--- config.mk ---
export PLATFORM = sky130hd
export DESIGN_NAME = stream_mux
export DESIGN_NICKNAME = d
export VERILOG_FILES = /design/src/rtl/stream_mux_pkg.sv /design/src/rtl/rr_arbiter.sv /design/src/rtl/stream_mux.sv
export SDC_FILE = /design/constraint.sdc
export NUM_CORES = 1
export LEC_CHECK = 0
export CORE_MARGIN = 2
export CORE_UTILIZATION = 35
export DETAILED_ROUTE_END_ITERATION = 8
export GPL_TIMING_DRIVEN = 0
export PLACE_DENSITY_LB_ADDON = 0.2
export SYNTH_ARGS = -nofsm -noshare
export SYNTH_HDL_FRONTEND = slang
export SYNTH_SLANG_ARGS = --single-unit
--- constraint.sdc ---
create_clock -name clk -period 6.45 [get_ports clk]
set_clock_uncertainty 0.15 [all_clocks]
set_input_delay 1.935 -clock clk [delete_from_list [all_inputs] [get_ports clk]]
set_output_delay 1.935 -clock clk [all_outputs]
set_load 0.05 [all_outputs]
--- src/rtl/stream_mux_pkg.sv ---
// Shared types and defaults for the stream_mux N:1 valid/ready multiplexer.
// Latency: n/a (types, constants and a pure helper function only).
// Backpressure: n/a.
package stream_mux_pkg;

   // Channel selection policy, sampled every cycle.
   typedef enum logic {
      MODE_FIXED = 1'b0,
      MODE_RR    = 1'b1
   } mux_mode_e;

   localparam int DEF_WIDTH  = 8;
   localparam int DEF_NUM_CH = 4;

   // Channel after idx in round-robin order, wrapping from n-1 back to 0.
   function automatic int unsigned rr_next(input int unsigned idx, input int unsigned n);
      return (idx + 1 >= n) ? 0 : idx + 1;
   endfunction

endpackage

--- src/rtl/rr_arbiter.sv ---
// Round-robin arbiter: first requester at or above ptr (with wrap), or the locked channel.
// Latency: purely combinational, no state (ptr/lock live in the parent).
// Backpressure: none; the parent gates the grant with its own load condition.
module rr_arbiter #(
   parameter int NUM_CH = 4,
   parameter int SEL_W  = $clog2(NUM_CH)
) (
   input  logic [NUM_CH-1:0] req,
   input  logic [SEL_W-1:0]  ptr,
   input  logic              lock,
   input  logic [SEL_W-1:0]  lock_ch,
   output logic [NUM_CH-1:0] gnt,
   output logic [SEL_W-1:0]  gnt_idx
);

   logic             found;
   logic [SEL_W-1:0] cand;

   // Scan upward from ptr; the first requester wins. A lock pins the grant to lock_ch.
   always_comb begin
      gnt     = '0;
      gnt_idx = '0;
      found   = 1'b0;
      cand    = '0;
      if (lock) begin
         if (req[lock_ch]) begin
            gnt[lock_ch] = 1'b1;
            gnt_idx      = lock_ch;
         end
      end else begin
         for (int i = 0; i < NUM_CH; i++) begin
            cand = SEL_W'((32'(ptr) + 32'(i)) % NUM_CH);
            if (!found && req[cand]) begin
               found     = 1'b1;
               gnt[cand] = 1'b1;
               gnt_idx   = cand;
            end
         end
      end
   end

endmodule

--- src/rtl/stream_mux.sv ---
// N:1 valid/ready stream mux (fixed select or round-robin) with one registered output slot.
// Latency: 1 cycle from input transfer to out_valid/out_data; 1 beat/cycle sustained.
// Backpressure: slot reloads when empty or draining; all in_ready low while stalled. Option: STREAM_MUX_LAST_LOCK_EN.
module stream_mux
   import stream_mux_pkg::*;
#(
   parameter int WIDTH  = DEF_WIDTH,
   parameter int NUM_CH = DEF_NUM_CH,
   parameter int SEL_W  = $clog2(NUM_CH)
) (
   input  logic                          clk,
   input  logic                          rst,
   input  mux_mode_e                     mode,
   input  logic [SEL_W-1:0]              sel,
   input  logic [NUM_CH-1:0][WIDTH-1:0]  in_data,
   input  logic [NUM_CH-1:0]             in_valid,
   output logic [NUM_CH-1:0]             in_ready,
`ifdef STREAM_MUX_LAST_LOCK_EN
   input  logic [NUM_CH-1:0]             in_last,
   output logic                          out_last,
`endif
   output logic [WIDTH-1:0]              out_data,
   output logic                          out_valid,
   input  logic                          out_ready,
   output logic [SEL_W-1:0]              out_ch
);

   // Output slot and arbitration state.
   logic [WIDTH-1:0]  data_q, data_d;
   logic              vld_q,  vld_d;
   logic [SEL_W-1:0]  ch_q,   ch_d;
   logic [SEL_W-1:0]  ptr_q,  ptr_d;
`ifdef STREAM_MUX_LAST_LOCK_EN
   logic              last_q, last_d;
   logic              lock_q, lock_d;
`endif

   logic              load;
   logic              xfer;
   logic [SEL_W-1:0]  xfer_idx;
   logic [NUM_CH-1:0] rr_gnt;
   logic [SEL_W-1:0]  rr_idx;
   logic              arb_lock;

   // Slot can accept a new beat when empty or when its current beat leaves this cycle.
   assign load = ~vld_q | out_ready;

`ifdef STREAM_MUX_LAST_LOCK_EN
   assign arb_lock = lock_q;
`else
   assign arb_lock = 1'b0;
`endif

   // The lock always follows the channel that produced the last accepted beat.
   rr_arbiter #(
      .NUM_CH (NUM_CH),
      .SEL_W  (SEL_W)
   ) u_arb (
      .req     (in_valid),
      .ptr     (ptr_q),
      .lock    (arb_lock),
      .lock_ch (ch_q),
      .gnt     (rr_gnt),
      .gnt_idx (rr_idx)
   );

   // Per-channel ready: at most one bit, gated by load, forced low during reset.
   always_comb begin
      in_ready = '0;
      xfer_idx = '0;
      if (!rst) begin
         if (mode == MODE_FIXED) begin
            xfer_idx = sel;
            // An out-of-range select grants nobody rather than aliasing a channel.
            if (32'(sel) < NUM_CH) begin
               in_ready[sel] = load;
            end
         end else begin
            xfer_idx = rr_idx;
            in_ready = rr_gnt & {NUM_CH{load}};
         end
      end
   end

   assign xfer = |(in_valid & in_ready);

   // Next state: capture on transfer, retire on drain, advance the round-robin pointer.
   always_comb begin
      data_d = data_q;
      vld_d  = vld_q;
      ch_d   = ch_q;
      ptr_d  = ptr_q;
`ifdef STREAM_MUX_LAST_LOCK_EN
      last_d = last_q;
      lock_d = lock_q;
`endif
      if (xfer) begin
         data_d = in_data[xfer_idx];
         ch_d   = xfer_idx;
         vld_d  = 1'b1;
`ifdef STREAM_MUX_LAST_LOCK_EN
         last_d = in_last[xfer_idx];
         // Packets stay on one channel; arbitration resumes only after the last beat.
         if (mode == MODE_RR) begin
            lock_d = ~in_last[xfer_idx];
            if (in_last[xfer_idx]) begin
               ptr_d = SEL_W'(rr_next(32'(xfer_idx), NUM_CH));
            end
         end
`else
         // Fixed-mode traffic leaves the pointer alone so fairness resumes where it left off.
         if (mode == MODE_RR) begin
            ptr_d = SEL_W'(rr_next(32'(xfer_idx), NUM_CH));
         end
`endif
      end else if (vld_q && out_ready) begin
         vld_d = 1'b0;
      end
   end

   // State registers with synchronous reset; a stalled beat is dropped on reset.
   always_ff @(posedge clk) begin
      if (rst) begin
         data_q <= '0;
         vld_q  <= 1'b0;
         ch_q   <= '0;
         ptr_q  <= '0;
`ifdef STREAM_MUX_LAST_LOCK_EN
         last_q <= 1'b0;
         lock_q <= 1'b0;
`endif
      end else begin
         data_q <= data_d;
         vld_q  <= vld_d;
         ch_q   <= ch_d;
         ptr_q  <= ptr_d;
`ifdef STREAM_MUX_LAST_LOCK_EN
         last_q <= last_d;
         lock_q <= lock_d;
`endif
      end
   end

   assign out_data  = data_q;
   assign out_valid = vld_q;
   assign out_ch    = ch_q;
`ifdef STREAM_MUX_LAST_LOCK_EN
   assign out_last  = last_q;
`endif

endmodule

== Word-level counts from Yosys, hierarchy flattened ==
Index checks and enable logic that the tools add are counted.

* Add/subtract/negate cells: 4
* Order comparisons: 12
* Mux-type cells: 38
* Bitwise gates (word level): 8
* Reductions and logical operators: 15

{| class="wikitable"
|+ Operators with widths
! operator !! count
|-
| $mux 4 || 6
|-
| $lt 2x3->1 const B || 6
|-
| $bmux 8 s2 || 1
|-
| $mux 1 || 14
|-
| $mux 2 || 7
|-
| $and 4x4->4 || 3
|-
| $or 4x4->4 || 3
|-
| $demux 1 s2 || 5
|-
| $ge 2x1->1 const B || 5
|-
| $logic_and 1x1->1 || 9
|-
| $bmux 1 s2 || 4
|-
| $mux 8 || 1
|-
| $add 2x2->2 const B || 2
|-
| $reduce_or 4->1 || 1
|-
| $add 2x1->3 const B || 1
|-
| $ge 3x3->1 const B || 1
|-
| $logic_not 1->1 || 3
|-
| $add 2x1->2 const B || 1
|-
| $reduce_and 2->1 || 1
|-
| $reduce_bool 2->1 || 1
|-
| $not 1->1 || 1
|-
| $or 1x1->1 || 1
|}

* Register bits after elaboration: 13
* Input bits: 42
* Output and inout bits: 15

== Logic depth before layout (Yosys ltp) ==
Gate-level depths: netlist of run 1.

* Depth in word-level cells: 18
* Gate-level depth with buffers: 14
* Depth with buffers taken out: 10

== Hierarchy ==
A second synthesis of run 1 with hierarchy kept.

* Cells, all modules: 187
* Area total of the unflattened synthesis: 1554.0 um^2

{| class="wikitable"
|+ By module, submodules not included
! module !! instances !! cells each !! area each (um^2) !! seq. area each (um^2)
|-
| stream_mux || 1 || 119 || 968.4 || 260.2
|-
| rr_arbiter || 1 || 68 || 585.6 || 0.0
|}

== Worst setup path before layout of run 1 ==
No wires, ideal clock.

* Kind: input -> output
* Start: input in_valid[0]
* End: output in_ready[0]
* Arrival time: 4.247 ns
* Path slack: 0.118 ns
* Cell stages on the path: 6
* Buffers on the path: 1
* Path through: buf_2 -> mux4_2 -> or2_4 -> nor2_1 -> a211oi_1 -> nor3_1

* Word-level cells in the longest chain between the ends: 15

{| class="wikitable"
|+ RTL lines
! item !! line !! source
|-
| from (decl) || stream_mux.sv:16 || <nowiki>input logic [NUM_CH-1:0] in_valid,</nowiki>
|-
| $bmux 1 s2 || rr_arbiter.sv:33 || <nowiki>if (!found && req[cand]) begin</nowiki>
|-
| $mux 1 (implied by the code) || rr_arbiter.sv:33 ||
|-
| $mux 1 || rr_arbiter.sv:33 ||
|-
| $logic_not 1->1 || rr_arbiter.sv:33 ||
|-
| $logic_and 1x1->1 || rr_arbiter.sv:33 ||
|-
| $mux 1 || rr_arbiter.sv:33 ||
|-
| $logic_not 1->1 || rr_arbiter.sv:33 ||
|-
| $logic_and 1x1->1 || rr_arbiter.sv:33 ||
|-
| $mux 1 || rr_arbiter.sv:33 ||
|-
| $logic_not 1->1 || rr_arbiter.sv:33 ||
|-
| $logic_and 1x1->1 || rr_arbiter.sv:33 ||
|-
| $mux 4 * || rr_arbiter.sv:33 ||
|-
| $and 4x4->4 * || stream_mux.sv:80 || <nowiki>in_ready = rr_gnt & {NUM_CH{load}};</nowiki>
|-
| $mux 4 * || stream_mux.sv:72 || <nowiki>if (mode == MODE_FIXED) begin</nowiki>
|-
| $mux 4 * || stream_mux.sv:71 || <nowiki>if (!rst) begin</nowiki>
|-
| to (decl) || stream_mux.sv:17 || <nowiki>output logic [NUM_CH-1:0] in_ready,</nowiki>
|}

Every way passes the cells marked *; elsewhere a longest branch is shown, timed or not. The select of a mux whose other input is x is not followed.

== Worst setup path after layout of run 1 ==
* Start: input in_valid[2]
* End: output in_ready[1]

Same word-level chain as after synthesis.

==> results.rst, run 1 <==
.. list-table::
   :header-rows: 1

   * - Metric
     - Value
   * - CTS H-tree lvls
     - 1
   * - WP data arrival
     - 4240 ps
   * - Placed cell count
     - 304
   * - Unrepaired setup endpoints after global routing
     - no
   * - Setup slack of the worst register-to-register path
     - 2550 ps
   * - Ratio of total power to cell area
     - 246 nW/um^2
   * - Max-slew violation total from the final report
     - 0
   * - Width of the die
     - 71.8 um
   * - CP Max Fanout
     - 10
   * - Actual slew at the worst max-slew pin
     - slightly below 900 ps
   * - Leading register cell type out of synthesis
     - sky130_fd_sc_hd__dfxtp_1
   * - Leakage power total
     - 0.830 nW
   * - Post-route total power
     - 0.000552 W
   * - Residual DRC count
     - 0
   * - Worst EP required
     - 4370 ps
   * - Multi-input gate area in the final layout
     - between 1000 and 1500 um^2
   * - Number of max-cap violations
     - 0
   * - Number of antenna diodes
     - 0
   * - Final hold violation count
     - 0
   * - Highest-count cells in the layout ignoring fill and taps
     - 49 x sky130_fd_sc_hd__clkdlybuf4s50_1, 13 x sky130_fd_sc_hd__o21ai_0, 13 x sky130_fd_sc_hd__dfxtp_1
   * - FF/Latch Area
     - 260 um^2
   * - Worst hold path class
     - flop to flop
   * - Clock tree from TritonCTS
     - done
   * - Run status
     - complete, no violations
   * - Iteration count of the initial detailed-routing pass
     - 4
   * - Post-layout nets
     - between 300 and 400
   * - Global route total overflow
     - 0
   * - Number of global-route vias before repair
     - 1677
   * - Core Area
     - 4380 um^2
   * - Share of the clock period used by the worst path
     - 98.0%
   * - Total number of yosys warnings
     - 0
   * - Worst rel slew slack
     - 39.9%
   * - Antenna violations before repair
     - 0
   * - # port buffers
     - 53
   * - Synth Cell Area
     - 1610 um^2
   * - Clock buffer depth
     - 2
   * - Number of different library cells in the post-synthesis netlist
     - 46
   * - Number of synthesized flops with an enable pin
     - 0
   * - Final estimated routing congestion in global placement
     - 0.805
   * - Area growth from synthesis to layout
     - 39.8%
   * - Final Routed Wirelength
     - 4.99 mm
   * - Fin cells
     - 310
   * - Via count
     - 1766
   * - IR Drop Worst-Case VDD
     - just under 0.0002 V
   * - Count of antenna-violating nets left after detailed routing
     - 0
   * - HPWL Detailed
     - 3.74 mm
   * - First-pass GRT wire length
     - 7.89 mm
   * - Root cell of the clock tree
     - sky130_fd_sc_hd__clkbuf_8
   * - Clock latency on the worst-skew pair
     - 250 ps
   * - Pin count of the biggest net entering global routing
     - 11
   * - Clock slew seen by the registers of the worst setup and hold paths
     - 60 ps
   * - Ports placed on the boundary
     - 57
   * - Ys async rst share
     - 0%
   * - Number of DRC markers after the initial detailed-route iteration
     - around 120
   * - Gate Count Post-Synth
     - between 150 and 200
   * - Routed wire length per instance
     - between 15 and 20 um
   * - Kind of end point of the critical path
     - primary output
   * - Final setup vio count
     - 0
   * - Share of the yosys chip area belonging to registers
     - between 10% and 20%
   * - Total global routing track utilization
     - a little under a fifth
   * - Placement Rows
     - 24
   * - Overall die area
     - 5150 um^2
   * - Peak clock frequency supported by timing
     - 158 MHz
   * - Total clock sinks
     - 13
   * - Post-synthesis average cell area
     - around 8 um^2
   * - Height of the chip
     - 71.8 um
   * - Tightest hold margin
     - ~300 ps
   * - Filler Cell Count
     - 441
   * - Post-layout min period
     - 6320 ps
   * - Initial Utilization
     - 36.6%
   * - Syn nets
     - 250
   * - Cts bufs inserted
     - 3
   * - CP Launch Type
     - primary input
   * - Most common cell after layout, fill and taps aside
     - sky130_fd_sc_hd__clkdlybuf4s50_1
   * - Accumulated negative setup slack
     - 0 ps
   * - Share of cells above drive strength 1
     - 15.5%
   * - Vias per cell
     - 5.70
   * - Flop and latch count out of synthesis
     - 13
   * - Crit Path Class
     - primary input to primary output
==> layer usage <==
metal | routed length, um | vias up | track usage, %
li1 | - | 875 | -
met1 | 2400 | 850 | 27.9
met2 | 2350 | 39 | 30.2
met3 | 205 | 2 | 2.53
met4 | 25 | 0 | 3.14
met5 | 0 | - | 0
==> cells in the mapped netlist, types with 3 or more instances <==
| cell type | count | area, um^2 |
|---|---|---|
| sky130_fd_sc_hd__nand3b_1 | 5 | 37.5 |
| sky130_fd_sc_hd__mux2_1 | 6 | 67.6 |
| sky130_fd_sc_hd__clkbuf_1 | 5 | 18.8 |
| sky130_fd_sc_hd__buf_2 | 8 | 40.0 |
| sky130_fd_sc_hd__nand3_1 | 9 | 45.0 |
| sky130_fd_sc_hd__dfxtp_1 | 13 | 260 |
| sky130_fd_sc_hd__mux2i_1 | 3 | 30.0 |
| sky130_fd_sc_hd__mux4_2 | 4 | 90.1 |
| sky130_fd_sc_hd__nand2b_1 | 5 | 31.3 |
| sky130_fd_sc_hd__a211oi_1 | 5 | 37.5 |
| sky130_fd_sc_hd__inv_1 | 7 | 26.3 |
| sky130_fd_sc_hd__a32oi_1 | 11 | 96.3 |
| sky130_fd_sc_hd__nand2_1 | 8 | 30.0 |
| sky130_fd_sc_hd__nor2b_1 | 12 | 75.1 |
| sky130_fd_sc_hd__buf_6 | 4 | 45.0 |
| sky130_fd_sc_hd__nor3_1 | 5 | 25.0 |
| sky130_fd_sc_hd__nor2_1 | 6 | 22.5 |
| sky130_fd_sc_hd__ha_1 | 9 | 113 |
| sky130_fd_sc_hd__o21ai_1 | 10 | 50.1 |
| sky130_fd_sc_hd__o21ai_0 | 13 | 65.1 |
| sky130_fd_sc_hd__a21oi_1 | 12 | 60.1 |
| sky130_fd_sc_hd__a31oi_1 | 9 | 56.3 |
==> registers in the layout, summed over array words and instances, names as in the netlist <==
name,flops
out_valid,1
ptr_q,2
out_data,8
out_ch,2
==> cell families after synthesis <==
| logic type | Yosys count | share of synthesized area, % |
|---|---|---|
| adders and majority gates | 9 | 7.01 |
| muxes | 17 | 15.0 |
| buffers and inverters | 26 | 8.80 |
| and+or+nand+nor | 60 | 21.7 |
| AOI/OAI and AO/OA | 74 | 31.4 |
| DFF | 13 | 16.2 |
==> stage by stage <==
step | util (%) | instance area, um^2 | setup WS [ps]
2_1_floorplan | - | 1610 | 118
3_3_place_gp | 50.2 | 2200 | -493
3_5_place_dp | 50.2 | 2200 | -535
4_1_cts | 51.0 | 2230 | 18.1
5_1_grt | 51.2 | 2250 | 5.22
6_report | 51.2 | 2250 | 127
==> path summary, 6_finish.rpt <==
| kind | startpoint | to | cells after the start |
|---|---|---|---|
| max | in_valid[2] | in_ready[1] | 10 |
| max reg2reg | ptr_q[0] | ptr_q[0] | 13 |
| min reg2reg | out_ch[1] | out_ch[1] | 2 |
| min | out_ch[1] | out_ch[1] | 2 |
==> power breakdown <==
part / leakage [nW] / internal [W] / switching, W
Sequential: 0.108 / 0.000101 / 0.0000125
Clock: 0.0255 / 0.0000427 / 0.0000346
Combinational: 0.697 / 0.000150 / 0.000211
==> worst max-delay path, stage by stage <==
cell	delay, ps
sky130_fd_sc_hd__clkdlybuf4s50_1	480
sky130_fd_sc_hd__clkbuf_1	350
sky130_fd_sc_hd__mux4_2	360
sky130_fd_sc_hd__buf_4	140
sky130_fd_sc_hd__nand2_1	50
sky130_fd_sc_hd__o21ai_0	230
sky130_fd_sc_hd__a22oi_1	130
sky130_fd_sc_hd__o21a_1	190
sky130_fd_sc_hd__nor2_1	90
sky130_fd_sc_hd__buf_2	270
==> area by class of cell <==
type	instances	share of cell area [%]
Buffer	18	4.96
Clock buffer	3	1.84
Clock inverter	1	0.223
Inverter	8	1.34
Multi-Input combinational cell	160	53.8
Sequential cell	13	11.6
Tap cell	52	2.90
Timing Repair Buffer	55	23.4
==> repair_timing <==
| item | 4_1_cts | 5_1_grt |
|---|---|---|
| endpoints found under the setup margin | 4 | 4 |
| setup buffers | 0 | 2 |
| hold buffers | 0 | 0 |
| resized for setup | 20 | 3 |
(Power assumes the default switching activity.)
==> run 2: changes to the inputs <==
--- a/config.mk
+++ b/config.mk
@@ -7,6 +7,7 @@
 export LEC_CHECK = 0
 export CORE_MARGIN = 2
 export CORE_UTILIZATION = 35
+export CTS_BUF_LIST = sky130_fd_sc_hd__clkbuf_8 sky130_fd_sc_hd__clkbuf_16
 export DETAILED_ROUTE_END_ITERATION = 8
 export GPL_TIMING_DRIVEN = 0
 export PLACE_DENSITY_LB_ADDON = 0.2
==> results of run 2 <==
The final DEF is identical to that of run 1; final timing and power are the same.
